`src/rtl/gpio_irq_arbiter.sv`:
```
// Purpose: latch rising edges of GPIO_0/GPIO_1/GPIO_E as pending bits and arbitrate them onto one core irq line (B0 > B1 > BE).
// Latency: pin rise to irq_o is 2 cycles (4 with GPIO_IRQ_SYNC_EN defined, which adds a 2-flop synchronizer per pin); readdata 1 cycle after avs_read.
// Backpressure: none on the Avalon side; new edges are held in pending bits until the core acks and the ISR clears them.
module gpio_irq_arbiter #(
  parameter int         W0    = 32,
  parameter int         W1    = 32,
  parameter int         WE    = 8,
  parameter logic [4:0] ID_B0 = 5'd3,
  parameter logic [4:0] ID_B1 = 5'd4,
  parameter logic [4:0] ID_BE = 5'd5
) (
  input  logic          clk,
  input  logic          rst_n,
  input  logic [W0-1:0] gpio0_i,
  input  logic [W1-1:0] gpio1_i,
  input  logic [WE-1:0] gpioe_i,
  output logic          irq_o,
  output logic [4:0]    irq_id_o,
  input  logic          irq_ack_i,
  input  logic [4:0]    irq_ack_id_i,
  input  logic [1:0]    avs_address,
  input  logic          avs_read,
  input  logic          avs_write,
  input  logic [31:0]   avs_writedata,
  output logic [31:0]   avs_readdata
);

  typedef enum logic [1:0] {IDLE, REQ, SERVICE} state_t;

  state_t          state, state_d;
  logic [1:0]      sel, sel_d;
  logic [4:0]      id_d;
  logic [W0-1:0]   g0_s, g0_q, edge0, pend0, clr0;
  logic [W1-1:0]   g1_s, g1_q, edge1, pend1, clr1;
  logic [WE-1:0]   ge_s, ge_q, edgee, pende, clre;
  logic [2:0]      enable;
  logic [2:0]      req;
  logic            wr_ok;
  logic            sel_pend, sel_en;
  logic [31:0]     rd_mux;

`ifdef GPIO_IRQ_SYNC_EN
  logic [W0-1:0] g0_m;
  logic [W1-1:0] g1_m;
  logic [WE-1:0] ge_m;

  // Two-flop synchronizer on every pin for inputs asynchronous to clk.
  always_ff @(posedge clk or negedge rst_n) begin
    if (!rst_n) begin
      g0_m <= '0; g1_m <= '0; ge_m <= '0;
      g0_s <= '0; g1_s <= '0; ge_s <= '0;
    end else begin
      g0_m <= gpio0_i; g1_m <= gpio1_i; ge_m <= gpioe_i;
      g0_s <= g0_m;    g1_s <= g1_m;    ge_s <= ge_m;
    end
  end
`else
  assign g0_s = gpio0_i;
  assign g1_s = gpio1_i;
  assign ge_s = gpioe_i;
`endif

  // Previous pin level, used to spot 0->1 transitions.
  always_ff @(posedge clk or negedge rst_n) begin
    if (!rst_n) begin
      g0_q <= '0; g1_q <= '0; ge_q <= '0;
    end else begin
      g0_q <= g0_s; g1_q <= g1_s; ge_q <= ge_s;
    end
  end

  assign edge0 = g0_s & ~g0_q;
  assign edge1 = g1_s & ~g1_q;
  assign edgee = ge_s & ~ge_q;

  // A read wins over a simultaneous write, so the write is dropped.
  assign wr_ok = avs_write & ~avs_read;

  // Clear-on-read clears exactly the bits being returned; write-1-to-clear otherwise.
  always_comb begin
    clr0 = '0;
    clr1 = '0;
    clre = '0;
    if (avs_read) begin
      case (avs_address)
        2'd0:    clr0 = pend0;
        2'd1:    clr1 = pend1;
        2'd2:    clre = pende;
        default: ;
      endcase
    end else if (wr_ok) begin
      case (avs_address)
        2'd0:    clr0 = avs_writedata[W0-1:0];
        2'd1:    clr1 = avs_writedata[W1-1:0];
        2'd2:    clre = avs_writedata[WE-1:0];
        default: ;
      endcase
    end
  end

  // Pending bits: a new edge in the same cycle as a clear keeps the bit set.
  always_ff @(posedge clk or negedge rst_n) begin
    if (!rst_n) begin
      pend0 <= '0; pend1 <= '0; pende <= '0;
    end else begin
      pend0 <= (pend0 & ~clr0) | edge0;
      pend1 <= (pend1 & ~clr1) | edge1;
      pende <= (pende & ~clre) | edgee;
    end
  end

  // Bank enable register; disabled banks still latch, they just never win arbitration.
  always_ff @(posedge clk or negedge rst_n) begin
    if (!rst_n)
      enable <= 3'b111;
    else if (wr_ok && avs_address == 2'd3)
      enable <= avs_writedata[2:0];
  end

  // Register map read mux, zero-extended to 32 bits.
  always_comb begin
    rd_mux = '0;
    case (avs_address)
      2'd0:    rd_mux[W0-1:0] = pend0;
      2'd1:    rd_mux[W1-1:0] = pend1;
      2'd2:    rd_mux[WE-1:0] = pende;
      default: rd_mux[2:0]    = enable;
    endcase
  end

  // Read data is returned the cycle after the strobe and held otherwise.
  always_ff @(posedge clk or negedge rst_n) begin
    if (!rst_n)
      avs_readdata <= '0;
    else if (avs_read)
      avs_readdata <= rd_mux;
  end

  assign req = {(|pende) & enable[2], (|pend1) & enable[1], (|pend0) & enable[0]};

  // Pending/enable status of the bank currently owning the irq line.
  always_comb begin
    sel_pend = 1'b0;
    sel_en   = 1'b0;
    case (sel)
      2'd0:    begin sel_pend = |pend0; sel_en = enable[0]; end
      2'd1:    begin sel_pend = |pend1; sel_en = enable[1]; end
      2'd2:    begin sel_pend = |pende; sel_en = enable[2]; end
      default: ;
    endcase
  end

  // FSM state, owning bank and issued id.
  always_ff @(posedge clk or negedge rst_n) begin
    if (!rst_n) begin
      state    <= IDLE;
      sel      <= 2'd0;
      irq_id_o <= 5'd0;
    end else begin
      state    <= state_d;
      sel      <= sel_d;
      irq_id_o <= id_d;
    end
  end

  // Next-state: fixed-priority pick in IDLE, wait for matching ack in REQ, wait for ISR clear in SERVICE.
  always_comb begin
    state_d = state;
    sel_d   = sel;
    id_d    = irq_id_o;
    case (state)
      IDLE: begin
        if (req[0]) begin
          state_d = REQ; sel_d = 2'd0; id_d = ID_B0;
        end else if (req[1]) begin
          state_d = REQ; sel_d = 2'd1; id_d = ID_B1;
        end else if (req[2]) begin
          state_d = REQ; sel_d = 2'd2; id_d = ID_BE;
        end
      end
      REQ: begin
        if (irq_ack_i && irq_ack_id_i == irq_id_o)
          state_d = SERVICE;
        else if (!sel_en)
          state_d = IDLE;
      end
      SERVICE: begin
        if (!sel_pend)
          state_d = IDLE;
      end
      default: state_d = IDLE;
    endcase
  end

  assign irq_o = (state == REQ);

endmodule

```
`config.mk`:
```
export PLATFORM = sky130hd
export DESIGN_NAME = gpio_irq_arbiter
export DESIGN_NICKNAME = d
export VERILOG_FILES = /design/src/rtl/gpio_irq_arbiter.sv
export SDC_FILE = /design/constraint.sdc
export NUM_CORES = 1
export LEC_CHECK = 0
export BUFFER_PORTS_ARGS = -buffer_cell sky130_fd_sc_hd__buf_2
export CORE_MARGIN = 3
export CORE_UTILIZATION = 54
export DETAILED_ROUTE_END_ITERATION = 10
export GPL_TIMING_DRIVEN = 0
export PLACE_DENSITY = 0.89
export SLEW_MARGIN = 10
export SYNTH_ARGS = -nofsm -noshare
export SYNTH_HDL_FRONTEND = slang
export SYNTH_SLANG_ARGS = --single-unit
```
`constraint.sdc`:
```
create_clock -name clk -period 2.3 [get_ports clk]
set_clock_uncertainty 0.2 [all_clocks]
set_input_delay 0.115 -clock clk [delete_from_list [all_inputs] [get_ports clk]]
set_output_delay 0.115 -clock clk [all_outputs]
set_load 0.01 [all_outputs]
```
==> flow_summary_export.csv <==
group,metric,value,unit
clock_tree,cts_tree,"built",
logic_synthesis,synth_async_sr_flop_share,100,%
job,drv.max_cap_violation_count,0,
layout,multiInputGateArea,0.00199,sq mm
timing,setup_repair_after_global_routing_missed_its_margin,"no",
layout,final_cell_area,0.00987,sq mm
die,boundaryPins,154,
die,floorplan_die_height,121,microns
clock_tree,htree_num_levels,4,
timing,final_clock_period_utilization_by_the_worst_path,93.5,%
power_and_ir_drop,cellLeakagePower,4.65,nW
route,drt-vias-per-instance,5.76,
global_route,largest_net_degree_at_the_start_of_global_routing,121,
outcome,status,"finished clean",
logic_synthesis,post_synth_inst_count,630,
route,dr.pass1.iters,5,
worst_setup_path,setup.reg_to_reg.worst_slack,0.15,ns
die,core,0.0128,sq mm
logic_synthesis,ys.warnings.count,0,
clock_tree,cts_setup_buffers,0,
worst_setup_path,source_of_the_critical_timing_path,"pend0[22]",
logic_synthesis,synth_enable_flop_cells,0,
worst_setup_path,worst_reg2reg_path_depth,4,
logic_synthesis,synth.distinct_cells,40,
timing,max_slew.worst_pin.slew,0.645,ns
logic_synthesis,post_synth_instance_area,0.00714,sq mm
clock_tree,cts.path.max_buffers,2,
placement,place.port_buffers,148,
worst_setup_path,regToRegEndpoint,"irq_id_o[1]",
worst_setup_path,cp.required,2.39,ns
worst_setup_path,crit_end,"irq_id_o[1]",
logic_synthesis,synth.yosys.seq_area_share,65.3,%
placement,dp_hpwl,13.0,mm
worst_setup_path,cp_data_arrival_time,2.24,ns
clock_tree,cts-buffers-inserted,17,
die,core.rowCount,41,
timing,min_period,2.15,ns
worst_setup_path,critical-path-slowest-cell,"nor4_1",
power_and_ir_drop,p_per_area,832,mW/mm^2
layout,n_fill_cell,723,
timing,fmax,465,MHz
timing,final-max-slew-violation-count,0,
logic_synthesis,post-synth-top-count-cell,"dfrtp_1",
worst_hold_path,holdCritPathClass,"in -> async",
placement,dpl_cell_area,0.00814,sq mm
route,route.antenna.remaining_nets,0,
worst_setup_path,worstSetupPathDepth,4,
layout,layout-area-overhead-vs-synth,38.2,%
global_route,first_pass_grt_wire_length,34.9,mm
timing,timing.final.ws_setup,0.150,ns
worst_setup_path,crit_family,"simple AND/OR/NAND/NOR gates",
worst_setup_path,rr_startpoint,"pend0[22]",
global_route,globalRouteTotalUtil,31.4,%
route,postRouteWirelength,22.2,mm
placement,dpl.cell_count,952,
logic_synthesis,prevailing_post_synth_register_cell,"dfrtp_1",
worst_setup_path,critPathLaunchType,"flop",
power_and_ir_drop,ir_drop,579,uV
logic_synthesis,netlist.area_leader.share,64.2,%
die,dieArea,0.0146,sq mm
die,start_util,55.9,%
route,iteration_0_drc_markers,757,
layout,finish.net_count,1027,
worst_setup_path,worstSetupPathType,"reg -> reg",
route,routed_len_inst,20.2,microns
global_route,number_of_global_route_vias_before_repair,6727,
worst_setup_path,critical_path.max_stage_delay,0.59,ns
worst_setup_path,critPathCaptureType,"flop",
die,die_x,121,microns
timing,finalHoldViolCount,0,
global_route,grt.overflow.total,0,
timing,report.final.setup_viol,0,
logic_synthesis,ys_ff_latch,186,
placement,finalWeightedCongestion,0.888,
logic_synthesis,post-synth-top-area-cell,"dfrtp_1",
placement,dp_worst_setup_slack,0.200,ns
global_route,antenna_found_initial,0,
logic_synthesis,ranking_of_synthesized_cells_by_area,"dfrtp_1, o21ai_0, inv_1",
clock_tree,clock_latency,0.43,ns
clock_tree,cell_chosen_for_the_clock_root,"clkbuf_16",
layout,area.sequential,0.00466,sq mm
layout,final_layout_size_suffix_gt1_share,22.4,%
worst_setup_path,worstPathBufferInverterCount,0,
layout,layoutNonFillerInstCount,1097,
clock_tree,tritoncts_num_sinks,186,
timing,finalSetupTns,0,ns
route,drcViolationCount,0,
worst_setup_path,crit_path_max_fanout,6,
timing,slew-limit-headroom,56.6,%
route,vias,6319,
clock_tree,clk_pin_slew_worst_paths,0.07,ns
logic_synthesis,syn_avg_cell_area,11.3,sq um
worst_setup_path,chain_of_cells_forming_the_critical_path,"nor4_1 > nand4_1 > o211ai_2 > o21ai_0",
logic_synthesis,synth_common_cells,"dfrtp_1, o21ai_0, inv_1, a21oi_1, mux2i_1",
## metal layers
layer | track usage [%] | share of wire, % | vias to the layer above
li1 | - | - | 2718
met1 | 37.6 | 37 | 3029
met2 | 51.4 | 49 | 445
met3 | 8.21 | 8.2 | 127
met4 | 18.1 | 5.5 | 0
met5 | 0 | 0 | -
## layout make-up
cell class	count	area share, %
flip-flops and latches	186	47.2
diodes	1	0.0254
inverters	97	3.69
clock buffers	20	4.63
repair buffers	261	19.2
plain buffers	28	1.37
clock inverters	12	1.47
multi-input cells	320	20.2
well taps	172	2.18
## state kept, by name, indices dropped and copies added, names as in the netlist
register and cells:
irq_id_o 3, pende 8, state 2, pend0 32, ge_q 8, avs_readdata 32
sel 2, pend1 32, g1_q 32, enable 3, g0_q 32
## logic make-up (layout without fill, tap and decap cells)
group	Yosys count	in the layout	share of synthesized area (%)
AO/OA/AOI/OAI	224	224	16.7
XOR/XNOR	3	3	0.368
buffers and inverters	125	418	6.99
flip-flops	186	186	65.3
multiplexers	39	39	6.15
other	1	3	0.0525
AND/OR/NAND/NOR	52	52	4.45
## metrics by stage
stage / power [mW] / hold WS [ns] / utilization, %
2_1_floorplan: 4.49 / -0.381 / -
3_3_place_gp: 4.96 / 0.0372 / 63.4
3_5_place_dp: 5.03 / -0.107 / 63.7
4_1_cts: 8.12 / 0.00818 / 77.2
5_1_grt: 8.52 / 0.0386 / 77.2
6_report: 8.21 / 0.000300 / 77.2
## what timing repair did
item / in CTS / in global routing
resized for setup: 0 / 1
hold buffers: 112 / 0
setup endpoints to repair: 0 / 1
hold endpoints to repair: 276 / 0
## power breakdown
group / switching, mW / internal, mW / leakage, nW
clock: 1.24 / 1.76 / 0.300
sequential: 0.308 / 3.64 / 2.12
combinational: 0.666 / 0.590 / 2.22
## cell usage in the layout (no fill, tap or decap), types with 13 or more instances in the layout
master	Yosys	layout
dlygate4sd3_1	0	112
buf_2	3	150
clkbuf_1	19	20
mux2i_1	30	30
clkbuf_16	0	17
a21oi_1	42	42
inv_1	97	97
nor2_1	13	13
nor4_1	15	14
dfrtp_1	183	183
o21ai_0	146	146
o22ai_1	24	24
## worst min-delay path by stage
stage / startpoint / to / depth (start not counted)
floorplan: rst_n / avs_readdata[0] / 0
detailed placement: rst_n / pend0[25] / 1
finish: rst_n / pend0[25] / 2
global placement: gpio1_i[7] / g1_q[7] / 1
global route: avs_address[0] / avs_readdata[7] / 4
CTS: avs_address[0] / avs_readdata[5] / 4
(Power assumes the default switching activity.)
